File: config.mk
export PLATFORM = sky130hd
export DESIGN_NAME = uart_tx_drain_flat
export DESIGN_NICKNAME = d
export VERILOG_FILES = /design/src/rtl/uart_tx_drain_if.sv /design/src/rtl/uart_tx_drain.sv /design/src/flat_wrapper.sv
export SDC_FILE = /design/constraint.sdc
export NUM_CORES = 1
export LEC_CHECK = 0
export ABC_AREA = 1
export CAP_MARGIN = 20
export CELL_PAD_IN_SITES_DETAIL_PLACEMENT = 0
export CELL_PAD_IN_SITES_GLOBAL_PLACEMENT = 1
export CORE_ASPECT_RATIO = 0.8
export CORE_UTILIZATION = 41
export DETAILED_ROUTE_END_ITERATION = 7
export PLACE_DENSITY_LB_ADDON = 0.1
export SLEW_MARGIN = 20
export SYNTH_ARGS = -nofsm -noshare
export SYNTH_HDL_FRONTEND = slang
export SYNTH_SLANG_ARGS = --single-unit
File: constraint.sdc
create_clock -name i_clk -period 2.5 [get_ports i_clk]
set_input_delay 0.375 -clock i_clk [delete_from_list [all_inputs] [get_ports i_clk]]
set_output_delay 0.375 -clock i_clk [all_outputs]
set_load 0.05 [all_outputs]
File: src/rtl/uart_tx_drain_if.sv
// Read port of the TX data FIFO as seen by the serializer.
// The drain side owns the pop strobe; the FIFO side owns status and data.
interface uart_tx_drain_if #(
  parameter int DATA_BITS = 8
);
  logic                 avail;
  logic                 re;
  logic [DATA_BITS-1:0] rdata;

  modport master (input avail, input rdata, output re);
  modport slave  (output avail, output rdata, input re);
endinterface

File: src/rtl/uart_tx_drain.sv
// UART transmit serializer that pops words from the TX FIFO and frames them.
// Every output is registered from the next-state values, so the line changes exactly on bit boundaries.
module uart_tx_drain #(
  parameter int DATA_BITS  = 8,
  parameter int FIFO_RSYNC = 1,
  parameter int DIV_W      = 16
) (
  input  logic               i_clk,
  input  logic               i_rst,
  input  logic               i_en,
  input  logic [DIV_W-1:0]   i_baud_div,
  input  logic               i_parity_en,
  input  logic               i_parity_odd,
  input  logic               i_stop2,
  input  logic               i_cts,
  uart_tx_drain_if.master    fifo,
  output logic               o_txd,
  output logic               o_busy,
  output logic               o_done
);

  localparam int CNT_W = $clog2(DATA_BITS);
  localparam logic [CNT_W-1:0] LAST_BIT = CNT_W'(DATA_BITS - 1);

  typedef enum logic [2:0] {
    IDLE,
    POP,
    WAIT,
    START,
    DATA,
    PARITY,
    STOP
  } state_t;

  state_t               state, state_n;
  logic [DATA_BITS-1:0] shift, shift_n;
  logic [DIV_W-1:0]     baud_cnt, baud_n;
  logic [CNT_W-1:0]     bit_cnt, bit_n;
  logic [DIV_W-1:0]     div_q, div_n;
  logic                 par_en_q, par_en_n;
  logic                 stop2_q, stop2_n;
  logic                 par_bit_q, par_bit_n;
  logic                 capture;
  logic                 re_q, re_n;
  logic                 txd_n, busy_n, done_n;

  assign fifo.re = re_q;

  always_ff @(posedge i_clk or posedge i_rst) begin
    if (i_rst) begin
      state     <= IDLE;
      shift     <= '0;
      baud_cnt  <= '0;
      bit_cnt   <= '0;
      div_q     <= '0;
      par_en_q  <= 1'b0;
      stop2_q   <= 1'b0;
      par_bit_q <= 1'b0;
      re_q      <= 1'b0;
      o_txd     <= 1'b1;
      o_busy    <= 1'b0;
      o_done    <= 1'b0;
    end else begin
      state     <= state_n;
      shift     <= shift_n;
      baud_cnt  <= baud_n;
      bit_cnt   <= bit_n;
      div_q     <= div_n;
      par_en_q  <= par_en_n;
      stop2_q   <= stop2_n;
      par_bit_q <= par_bit_n;
      re_q      <= re_n;
      o_txd     <= txd_n;
      o_busy    <= busy_n;
      o_done    <= done_n;
    end
  end

  always_comb begin
    state_n   = state;
    shift_n   = shift;
    baud_n    = baud_cnt;
    bit_n     = bit_cnt;
    div_n     = div_q;
    par_en_n  = par_en_q;
    stop2_n   = stop2_q;
    par_bit_n = par_bit_q;
    capture   = 1'b0;

    case (state)
      IDLE: begin
        if (i_cts && fifo.avail) state_n = POP;
      end
      POP: begin
        if (FIFO_RSYNC != 0) state_n = WAIT;
        else                 capture = 1'b1;
      end
      WAIT: begin
        capture = 1'b1;
      end
      START: begin
        if (baud_cnt == '0) begin
          state_n = DATA;
          baud_n  = div_q;
          bit_n   = '0;
        end else begin
          baud_n = baud_cnt - DIV_W'(1);
        end
      end
      DATA: begin
        if (baud_cnt == '0) begin
          baud_n  = div_q;
          shift_n = shift >> 1;
          if (bit_cnt == LAST_BIT) begin
            bit_n   = '0;
            state_n = par_en_q ? PARITY : STOP;
          end else begin
            bit_n = bit_cnt + CNT_W'(1);
          end
        end else begin
          baud_n = baud_cnt - DIV_W'(1);
        end
      end
      PARITY: begin
        if (baud_cnt == '0) begin
          baud_n  = div_q;
          bit_n   = '0;
          state_n = STOP;
        end else begin
          baud_n = baud_cnt - DIV_W'(1);
        end
      end
      STOP: begin
        // bit_cnt doubles as the stop-bit index when two stop bits are framed
        if (baud_cnt == '0) begin
          if (stop2_q && bit_cnt == '0) begin
            bit_n  = CNT_W'(1);
            baud_n = div_q;
          end else begin
            bit_n   = '0;
            state_n = IDLE;
          end
        end else begin
          baud_n = baud_cnt - DIV_W'(1);
        end
      end
      default: state_n = IDLE;
    endcase

    // Parity is precomputed here because the shift register is consumed by the time it is sent
    if (capture) begin
      shift_n   = fifo.rdata;
      div_n     = i_baud_div;
      par_en_n  = i_parity_en;
      stop2_n   = i_stop2;
      par_bit_n = (^fifo.rdata) ^ i_parity_odd;
      baud_n    = i_baud_div;
      bit_n     = '0;
      state_n   = START;
    end

    if (!i_en) begin
      state_n = IDLE;
      baud_n  = '0;
      bit_n   = '0;
    end

    case (state_n)
      START:   txd_n = 1'b0;
      DATA:    txd_n = shift_n[0];
      PARITY:  txd_n = par_bit_n;
      default: txd_n = 1'b1;
    endcase
    re_n   = (state_n == POP);
    busy_n = (state_n != IDLE);
    done_n = i_en && (state == STOP) && (state_n == IDLE);
  end

endmodule

File: src/flat_wrapper.sv
// flat-port wrapper written by rule: the top's interface ports become plain ports
module uart_tx_drain_flat 
#(
  parameter int DATA_BITS  = 8,
  parameter int FIFO_RSYNC = 1,
  parameter int DIV_W      = 16
)
  (i_clk, i_rst, i_en, i_baud_div, i_parity_en, i_parity_odd, i_stop2, i_cts, o_txd, o_busy, o_done, fifo_avail, fifo_rdata, fifo_re);
  uart_tx_drain_if #(.DATA_BITS(DATA_BITS)) fifo_i ();
  input  logic i_clk;
  input  logic i_rst;
  input  logic i_en;
  input  logic [DIV_W-1:0] i_baud_div;
  input  logic i_parity_en;
  input  logic i_parity_odd;
  input  logic i_stop2;
  input  logic i_cts;
  output logic o_txd;
  output logic o_busy;
  output logic o_done;
  input wire logic [$bits(fifo_i.avail)-1:0] fifo_avail;
  input wire logic [$bits(fifo_i.rdata)-1:0] fifo_rdata;
  output wire logic [$bits(fifo_i.re)-1:0] fifo_re;
  assign fifo_i.avail = fifo_avail;
  assign fifo_i.rdata = fifo_rdata;
  assign fifo_re = fifo_i.re;
  uart_tx_drain #(.DATA_BITS(DATA_BITS), .FIFO_RSYNC(FIFO_RSYNC), .DIV_W(DIV_W)) u_core (.i_clk(i_clk), .i_rst(i_rst), .i_en(i_en), .i_baud_div(i_baud_div), .i_parity_en(i_parity_en), .i_parity_odd(i_parity_odd), .i_stop2(i_stop2), .i_cts(i_cts), .fifo(fifo_i), .o_txd(o_txd), .o_busy(o_busy), .o_done(o_done));
endmodule
==> key figures <==
Global routing
  – GRT Total Usage: 0.204
  – Vias in the first global route: ~2500
  – Initial antenna violation count: 0
  – Pin count of the biggest net entering global routing: 54
  – First-pass GRT wire length: around 12000 um
  – Congestion Overflow GR: 0

Final layout
  – Share of layout cells above drive strength 1: 0.108
  – Ant. Diodes: 0
  – Layout area overhead: 18.8%
  – Fin cells: around 520
  – Final net count: approximately 470

STA
  – Clock Skews: between 10 and 15 ps
  – Unrepaired setup endpoints after global routing: false
  – Final hold violations: 0
  – Min cycle time layout: between 2000 and 2500 ps
  – Slew Limit Fails: 0
  – Period utilisation layout: 0.837
  – Least-Margin Pin Slew: 649 ps
  – Setup tns final: 0 ps
  – Slew margin rel.: 0.563
  – Setup violators final: 0
  – Fmax: between 0.4 and 0.5 GHz
  – Hold WS: between 400 and 500 ps

Clock tree
  – Htree depth: 2
  – # clock sinks: 53
  – # hold bufs at CTS: 0
  – Post CTS Setup Buffer Count: 0
  – Clock transition at path regs: around 100 ps
  – CTS buffer count: 5
  – CTS resizes: 0
  – Clock Latency Late Sink: roughly 310 ps
  – Clk root buf: clkbuf_8
  – Clock tree from TritonCTS: done
  – Clock tree buffer depth: 2

Setup path
  – Buffers & Inverters on Critical Path: 2
  – RR Endpoint: u_core.baud_cnt[11]
  – Critical path class: flop to flop
  – CP max-delay cell: dfrtp_1
  – Worst reg-to-reg path cell count: 11
  – Crit path DAT: 2290 ps
  – R2R Setup Slk: 410 ps
  – Crit path max fanout: 11
  – Setup crit end kind: flop
  – CP delay by family, top: simple AND/OR/NAND/NOR gates
  – CP Cell Sequence: inv_1 -> ha_1 -> nand2_2 -> nor2_2 -> nand3_2 -> o21ai_4 -> nor2_4 -> inv_2 -> nor2_1 -> nand2_1 -> o21ai_0
  – Crit path required time: around 2700 ps
  – Startpoint Class: flop
  – Worst r2r src: u_core.baud_cnt[0]
  – Critical path's largest stage delay: between 300 and 400 ps

Routing
  – Per-cell routed wire length: roughly 14 um
  – Vias per Instance: around 5
  – # DRC: 3
  – WL final: approximately 7200 um
  – Via count: 2600
  – Drt pass-1 iters: 6
  – 1st-iter DRT viols: around 120
  – ANT nets after route: 0

Synth
  – Synth unique cells: 36
  – Post-synthesis register bit count: 53
  – Register area share after synthesis: 0.440
  – Synth Cell Area: roughly 0.0030 mm2
  – Synthesized Nets: approximately 430
  – Syn avg cell area: ~7.7 um2
  – Synth warn: 0
  – Syn Inst Count: 392

Floorplan
  – Rows: 27
  – Top Ports: 36
  – Die width: 97.9 um
  – Die Ht: between 70 and 80 um
  – DIE AREA: 0.00771 mm2
  – Initial Utilization: 0.431
  – Core area: between 0.006 and 0.007 mm2

Placement
  – DP HPWL: approximately 5300 um
  – Port-buffer cells: 35
  – RePlAce Congestion: around 0.88
  – Inst Count DP: roughly 500

Hold path
  – HP Class: primary input to async pin

Run status
  – Failing checks: design-rule violations
  – Status: finished with violations

Power
  – Power per cell area: roughly 1000 mW/mm2
  – Leak Pwr: roughly 1.8 nW
  – Peak supply drop: slightly below 0.0004 V

Job
  – Max-Cap Viols: 0
## cells in the final DEF (no fill, tap or decap)
cell,instances
nand2_1,104
dfrtp_1,52
inv_1,43
nor2_1,42
clkdlybuf4s50_1,35
o21ai_0,30
nand3_1,14
xor2_1,10
inv_2,9
o22ai_1,8
a21oi_1,8
nand4_1,7
or2_2,7
nor2_2,6
clkbuf_8,6
a32oi_1,5
buf_4,5
nor2_4,4
nand2_2,4
nor3_1,4
xnor2_1,4
ha_1,4
o31ai_1,3
o21ai_1,3
o21a_1,2
nand3b_1,2
clkbuf_1,2
nand3_2,1
o21ai_4,1
a22oi_1,1
a31oi_4,1
nand3b_2,1
o211ai_1,1
nand2b_1,1
a21boi_0,1
a32o_1,1
buf_12,1
dfstp_2,1
## worst reg2reg max path, stage by stage, from the launching register on
cell and delay (ps):
dfrtp_1 370, inv_1 120, ha_1 220, nand2_2 110
nor2_2 200, nand3_2 160, o21ai_4 330, nor2_4 90
inv_2 200, nor2_1 70, nand2_1 50, o21ai_0 70
## Yosys cell counts (all sizes together)
cell	instances	share of area
nand2	108	0.14
dfrtp	52	0.43
inv	52	0.065
nor2	52	0.080
o21ai	34	0.060
nand3	15	0.027
xor2	10	0.029
a21oi	8	0.013
o22ai	8	0.017
nand4	7	0.015
or2	7	0.015
a32oi	5	0.015
buf	5	0.010
ha	4	0.017
nor3	4	0.0066
xnor2	4	0.012
nand3b	3	0.0087
o31ai	3	0.0075
clkbuf	2	0.0025
o21a	2	0.0050
a21boi	1	0.0025
a22oi	1	0.0025
a31oi	1	0.0071
a32o	1	0.0033
dfstp	1	0.0087
nand2b	1	0.0021
o211ai	1	0.0025
## worst max path at each step
stage / slack [ps] / from / endpoint / cells past startpoint
2_1_floorplan: 700 / u_core.baud_cnt[0] / u_core.baud_cnt[10] / 12
3_3_place_gp: 360 / i_en / u_core.baud_cnt[11] / 10
3_5_place_dp: 310 / i_en / u_core.baud_cnt[11] / 10
4_1_cts: 410 / u_core.baud_cnt[0] / u_core.baud_cnt[11] / 11
5_1_grt: 220 / u_core.baud_cnt[0] / u_core.baud_cnt[11] / 11
6_report: 410 / u_core.baud_cnt[0] / u_core.baud_cnt[11] / 11
## cells by family after synthesis
group           count (synthesis)  synth area share
fa+ha+maj                       4            0.0166
xor+xnor                       14            0.0406
compound gates                 65             0.135
flops                          53             0.440
simple gates                  197             0.290
buf+inv                        59            0.0776
## sequential cells by signal, summed over array words and instances, names as in the netlist
register          flops
u_core.div_q         16
u_core.o_busy         1
u_core.baud_cnt      16
u_core.par_en_q       1
u_core.par_bit_q      1
u_core.stop2_q        1
u_core.shift          8
u_core.fifo.re        1
u_core.bit_cnt        3
u_core.state          3
u_core.o_txd          1
u_core.o_done         1
## final cells by class
cell class	instances	area, um2
clock buffer	8	90.1
sequential	53	1330
inverter	52	195
fill	697	3410
multi-input combinational	280	1460
timing repair buffer	41	408
tap	87	109
## metal layers
layer	vias up	GRT usage	share of wire	wire length, um
met1	1207	0.319	0.54	3930
met2	47	0.294	0.41	2940
li1	1340	-	-	-
met3	6	0.0317	0.044	318
met4	0	0.0409	0.0073	53
met5	-	0	0	0
## where the power goes
part           leakage (nW)  switching [mW]  internal (mW)
registers             0.664           0.198           1.19
clock network        0.0455           0.278          0.227
logic                  1.04            1.08          0.671
total                  1.75            1.55           2.09
## metrics by stage
step,worst slack (ps),util,power [mW],cell area (um2)
CTS,405,0.513,3.66,3580
floorplan,702,-,2.69,3020
finish,406,0.513,3.64,3580
detailed placement,306,0.500,3.15,3490
global placement,362,0.500,3.14,3490
global route,217,0.513,4.01,3580
(Power assumes the default switching activity.)
